File: src/rtl/vga_vram_fetch.sv
// vga_vram_fetch
//   Display-side fetch engine. Walks the frame buffer linearly from word 0,
//   keeping one read outstanding at a time on the vram_vga_* handshake, and
//   buffers returned words in a small first-word-fall-through FIFO that the
//   pixel serializer drains one 32-bit word at a time.
//
//   State table:
//     IDLE  (0) | no request outstanding; issue next read when FIFO has room
//     REQ   (1) | request outstanding; push returned word on ready
//     DRAIN (2) | request abandoned by frame_start; discard data on ready
//
// Ports:
//   clk, reset_n        clock, asynchronous active-low reset
//   frame_start         flush FIFO, restart fetch at address 0
//   word_rd             pop strobe from the pixel serializer
//   word_out            FIFO head word (valid while word_avail=1)
//   word_avail          FIFO non-empty
//   fifo_level          FIFO occupancy
//   underflow           sticky pop-on-empty flag, cleared by frame_start
//   frame_done          whole frame fetched
//   vram_vga_addr/req   read request to the RAM controller
//   vram_vga_data_in    read data, valid with vram_vga_ready
//   vram_vga_ready      read acknowledge / data-valid strobe
//   state_out           FSM state, for debug
module vga_vram_fetch #(
   parameter int FRAME_WORDS = 21504,
   parameter int FIFO_DEPTH  = 8,
   parameter int FIFO_AW     = 3
) (
   input  logic               clk,
   input  logic               reset_n,
   input  logic               frame_start,
   input  logic               word_rd,
   output logic [31:0]        word_out,
   output logic               word_avail,
   output logic [FIFO_AW:0]   fifo_level,
   output logic               underflow,
   output logic               frame_done,
   output logic [14:0]        vram_vga_addr,
   output logic               vram_vga_req,
   input  logic [31:0]        vram_vga_data_in,
   input  logic               vram_vga_ready,
   output logic [1:0]         state_out
);

   typedef enum logic [1:0] {
      ST_IDLE  = 2'd0,
      ST_REQ   = 2'd1,
      ST_DRAIN = 2'd2
   } state_t;

   localparam logic [14:0]      LAST_ADDR = 15'(FRAME_WORDS - 1);
   localparam logic [FIFO_AW:0] DEPTH_C   = (FIFO_AW + 1)'(FIFO_DEPTH);

   state_t               state_q;
   logic [14:0]          ptr_q;
   logic [14:0]          addr_q;
   logic                 req_q;
   logic                 frame_done_q;
   logic                 underflow_q;

   logic [31:0]          mem_q [FIFO_DEPTH];
   logic [FIFO_AW-1:0]   rd_q;
   logic [FIFO_AW-1:0]   wr_q;
   logic [FIFO_AW:0]     count_q;

   logic                 push;
   logic                 pop;
   logic                 fifo_full;
   logic                 fifo_empty;

   assign fifo_full  = (count_q == DEPTH_C);
   assign fifo_empty = (count_q == '0);

   // frame_start takes priority: a word returning in the same cycle is
   // discarded and a simultaneous pop is ignored.
   assign push = (state_q == ST_REQ) && vram_vga_ready && !frame_start;
   assign pop  = word_rd && !fifo_empty && !frame_start;

   always_ff @(posedge clk or negedge reset_n) begin
      if (!reset_n) begin
         state_q      <= ST_IDLE;
         ptr_q        <= '0;
         addr_q       <= '0;
         req_q        <= 1'b0;
         frame_done_q <= 1'b1;
         underflow_q  <= 1'b0;
      end else begin
         case (state_q)
            ST_IDLE: begin
               // No issue on the frame_start cycle itself: the pointer is
               // being reset, so the first request follows one cycle later.
               if (!frame_start && !frame_done_q && !fifo_full) begin
                  state_q <= ST_REQ;
                  req_q   <= 1'b1;
                  addr_q  <= ptr_q;
               end
            end
            ST_REQ: begin
               if (vram_vga_ready) begin
                  state_q <= ST_IDLE;
                  req_q   <= 1'b0;
                  if (!frame_start) begin
                     if (ptr_q == LAST_ADDR) begin
                        frame_done_q <= 1'b1;
                     end else begin
                        ptr_q <= ptr_q + 15'd1;
                     end
                  end
               end else if (frame_start) begin
                  state_q <= ST_DRAIN;
               end
            end
            ST_DRAIN: begin
               // addr/req stay put until the abandoned read completes.
               if (vram_vga_ready) begin
                  state_q <= ST_IDLE;
                  req_q   <= 1'b0;
               end
            end
            default: begin
               state_q <= ST_IDLE;
               req_q   <= 1'b0;
            end
         endcase

         if (frame_start) begin
            ptr_q        <= '0;
            frame_done_q <= 1'b0;
         end

         if (frame_start) begin
            underflow_q <= 1'b0;
         end else if (word_rd && fifo_empty) begin
            underflow_q <= 1'b1;
         end
      end
   end

   always_ff @(posedge clk or negedge reset_n) begin
      if (!reset_n) begin
         for (int i = 0; i < FIFO_DEPTH; i++) begin
            mem_q[i] <= '0;
         end
         rd_q    <= '0;
         wr_q    <= '0;
         count_q <= '0;
      end else if (frame_start) begin
         rd_q    <= '0;
         wr_q    <= '0;
         count_q <= '0;
      end else begin
         if (push) begin
            mem_q[wr_q] <= vram_vga_data_in;
            wr_q        <= wr_q + FIFO_AW'(1);
         end
         if (pop) begin
            rd_q <= rd_q + FIFO_AW'(1);
         end
         case ({push, pop})
            2'b10:   count_q <= count_q + (FIFO_AW + 1)'(1);
            2'b01:   count_q <= count_q - (FIFO_AW + 1)'(1);
            default: count_q <= count_q;
         endcase
      end
   end

   assign word_out      = mem_q[rd_q];
   assign word_avail    = !fifo_empty;
   assign fifo_level    = count_q;
   assign underflow     = underflow_q;
   assign frame_done    = frame_done_q;
   assign vram_vga_addr = addr_q;
   assign vram_vga_req  = req_q;
   assign state_out     = state_q;

endmodule
File: config.mk
export PLATFORM = sky130hd
export DESIGN_NAME = vga_vram_fetch
export DESIGN_NICKNAME = d
export VERILOG_FILES = /design/src/rtl/vga_vram_fetch.sv
export SDC_FILE = /design/constraint.sdc
export NUM_CORES = 1
export LEC_CHECK = 0
export CAP_MARGIN = 30
export CORE_MARGIN = 4
export CORE_UTILIZATION = 62
export DETAILED_ROUTE_END_ITERATION = 12
export PLACE_DENSITY_LB_ADDON = 0.12
export SLEW_MARGIN = 25
export SYNTH_ARGS = -nofsm -noshare
export SYNTH_HDL_FRONTEND = slang
export SYNTH_SLANG_ARGS = --single-unit
File: constraint.sdc
create_clock -name clk -period 4.2 [get_ports clk]
set_input_delay 0.63 -clock clk [delete_from_list [all_inputs] [get_ports clk]]
set_output_delay 0.63 -clock clk [all_outputs]
set_load 0.02 [all_outputs]
==> key figures <==
Run status
  – Status: completed

Detailed routing
  – Routed Antenna Nets: 0
  – Drt wl/cell: 22.5 um
  – Violation count after the first detailed-route iteration: 325
  – Number of detailed-route iterations in the first pass: 5
  – Final wirelength: 28.7 mm
  – Via-per-instance ratio: 6.21
  – DRC: 0
  – DR vias: 7919

Die
  – # rows: 54
  – Die height: 156 um
  – Initial Util: 62.8%
  – Chip width: 156 um
  – Die area: 24500 um2
  – Io pins: 94
  – Core area: 21800 um2

CTS
  – Maximum level of the CTS H-tree: 1
  – Clk buf depth: 3
  – CTS root buf: clkbuf_16
  – CTS Sinks: 301
  – CTS buffer count: 31
  – CTS tree: done
  – Skew-Pair Late Insertion Delay: 0.55 ns
  – Post-CTS setup buffers: 0
  – Clock slew at reported path FFs: 0.06 ns

Timing
  – Worst Skew: 0.0113 ns
  – Post-route clock period utilization: 88.1%
  – Minimum clock period: 3.70 ns
  – Max-slew violations: 0
  – Unrepaired setup endpoints after global routing: no
  – Final setup viols: 0
  – FMAX: 0.270 GHz
  – Final Hold Viols: 0
  – Worst-Margin Slew: 0.659 ns
  – Relative slew slack: 55.9%
  – Setup tns final: 0 ns

Synthesis
  – Area leader, netlist: dfrtp_1
  – Cells after synthesis: 872
  – Synth warnings: 0
  – Main synth FF type: dfrtp_1
  – Post-synth net total: 917
  – Most area-consuming cells after synthesis: dfrtp_1, mux2_2, mux4_2, buf_2, a21oi_1
  – Register area share after synthesis: 55.1%
  – Mapped Avg Cell Area: 15.7 um2
  – Mapped cell area: 13700 um2
  – Synth top cells by count: mux2_2, dfrtp_1, mux4_2
  – Library cells used by synthesis: 48
  – EDFF count, synth: 0
  – Count leader, synth: mux2_2
  – Synthesis-stage register bit count: 301
  – Fraction of registers with async set/reset: 100%
  – Share of the synthesized area in the top cell type: 54.9%

Final layout
  – Filler instances: 1345
  – Layout area overhead: 17.8%
  – Fraction of layout cells with a size suffix above 1: 46.7%
  – Final Non-Filler Cells: 1276
  – Final core utilization: 74.0%
  – FF/Latch Area: 7540 um2
  – Diode count: 0
  – Final #Nets: 1016
  – Multi-input gate area: 5880 um2

Global route
  – Number of global-route vias before repair: 8730
  – Total grt overflow: 0
  – Largest net degree at the start of global routing: 139
  – GR Util All Layers: 24.1%
  – First-pass GRT wire length: 47.3 mm
  – Initial antenna violation count: 0

Worst setup path
  – Crit path required time: 3.57 ns
  – Crit path arrival time: 3.07 ns
  – Kind of end point of the critical path: primary output
  – Startpoint Class: flip-flop
  – Kind of critical path: flip-flop to primary output
  – Critical-path maximum fanout: 23

Power and ir drop
  – Static leakage: 7.43 nW
  – Power Total: 8.83 mW
  – Maximum vdd drop: 0.457 mV
  – Cell Pwr Density: 548 nW/um2

Job
  – MaxCap Viol Count: 0

Placed design
  – Port-buffer cells: 93
  – DP Cell Count: 1215
  – HPWL after DPL: 17.9 mm
  – RePlAce Congestion: 0.745

Hold path
  – Worst min-delay path class: flip-flop to flip-flop
## repair_timing
item | 4_1_cts | 5_1_grt
hold buffers | 0 | 1
endpoints found under the hold margin | 0 | 37
endpoints found under the setup margin | 0 | 0
gates resized for setup | 0 | 0
## worst paths after layout
path	start	end	slack [ns]	cells past startpoint
min in group asynchronous	reset_n	vram_vga_addr[2]$_DFFE_PN0P_	0.56	2
max in group asynchronous	reset_n	mem_q[194]$_DFFE_PN0P_	2.36	4
worst max register to register	state_out[1]$_DFFE_PN0P_	mem_q[58]$_DFFE_PN0P_	1.48	7
worst max-delay path	rd_q[0]$_DFFE_PN0P_	word_out[31]	0.50	4
worst min-delay path	mem_q[163]$_DFFE_PN0P_	mem_q[163]$_DFFE_PN0P_	0.50	1
worst min register to register	mem_q[163]$_DFFE_PN0P_	mem_q[163]$_DFFE_PN0P_	0.50	1
## flip-flops by register name, summed over array words and instances (netlist names)
signal         count
vram_vga_req       1
ptr_q             15
rd_q               3
mem_q            256
frame_done         1
vram_vga_addr     15
wr_q               3
underflow          1
fifo_level         4
state_out          2
## per-layer routing
layer | part of all wire, % | GRT usage, % | vias to the layer above
met5 | 0 | 0 | -
met4 | 1.9 | 5.25 | 0
met3 | 3.7 | 3.51 | 42
met2 | 52 | 42.0 | 173
met1 | 43 | 32.8 | 4237
li1 | - | - | 3467
## worst max-delay path, stage by stage, from the launching register on
cell,delay [ns]
dfrtp_4,0.74
buf_4,0.38
mux4_2,0.55
mux2_2,0.29
clkdlybuf4s50_1,0.55
## placed cells by master, fill, tap and decap left out, types with 6 or more instances in the layout
cell | netlist | routed
a21oi_1 | 20 | 20
nand2_1 | 10 | 9
nor2_1 | 18 | 17
clkdlybuf4s50_1 | 0 | 92
xor2_1 | 6 | 6
buf_4 | 1 | 19
clkbuf_16 | 0 | 31
ha_1 | 8 | 8
clkbuf_1 | 16 | 7
o21ai_0 | 9 | 9
dfrtp_1 | 300 | 297
clkbuf_8 | 1 | 6
mux2_2 | 301 | 301
inv_1 | 8 | 8
clkinv_2 | 0 | 8
mux4_2 | 64 | 64
## through the flow
stage | worst slack [ns] | instance area [um2] | hold WS (ns)
after floorplan | 1.56 | 13700 | 0.334
after global placement | 1.07 | 14900 | 0.468
after detailed placement | 1.03 | 15000 | 0.485
after CTS | 0.440 | 16000 | 0.243
after global routing | 0.343 | 16100 | 0.513
final | 0.498 | 16100 | 0.501
## final cells by class
type	instances	share of cell area, %
Clock inverter	14	1.24
Timing Repair Buffer	119	7.60
Sequential cell	301	46.8
Tap cell	280	2.18
Clock buffer	44	5.49
Multi-Input combinational cell	510	36.5
Inverter	8	0.186
## cell families (layout without fill, tap and decap cells)
family	count (synthesis)	count (layout)	synth area share, %
compound gates	44	44	2.24
xor+xnor	10	10	0.641
fa+ha+maj	8	8	0.732
buf+inv	61	185	2.10
flops	301	301	55.1
mux	372	372	35.9
simple gates	76	76	3.30
## power breakdown
group / switching, mW / internal [mW] / leakage [nW]
registers: 0.257 / 3.27 / 4.10
logic: 1.09 / 1.33 / 2.79
clock network: 1.12 / 1.77 / 0.540
Note: power is estimated with default switching activity, not from simulation.
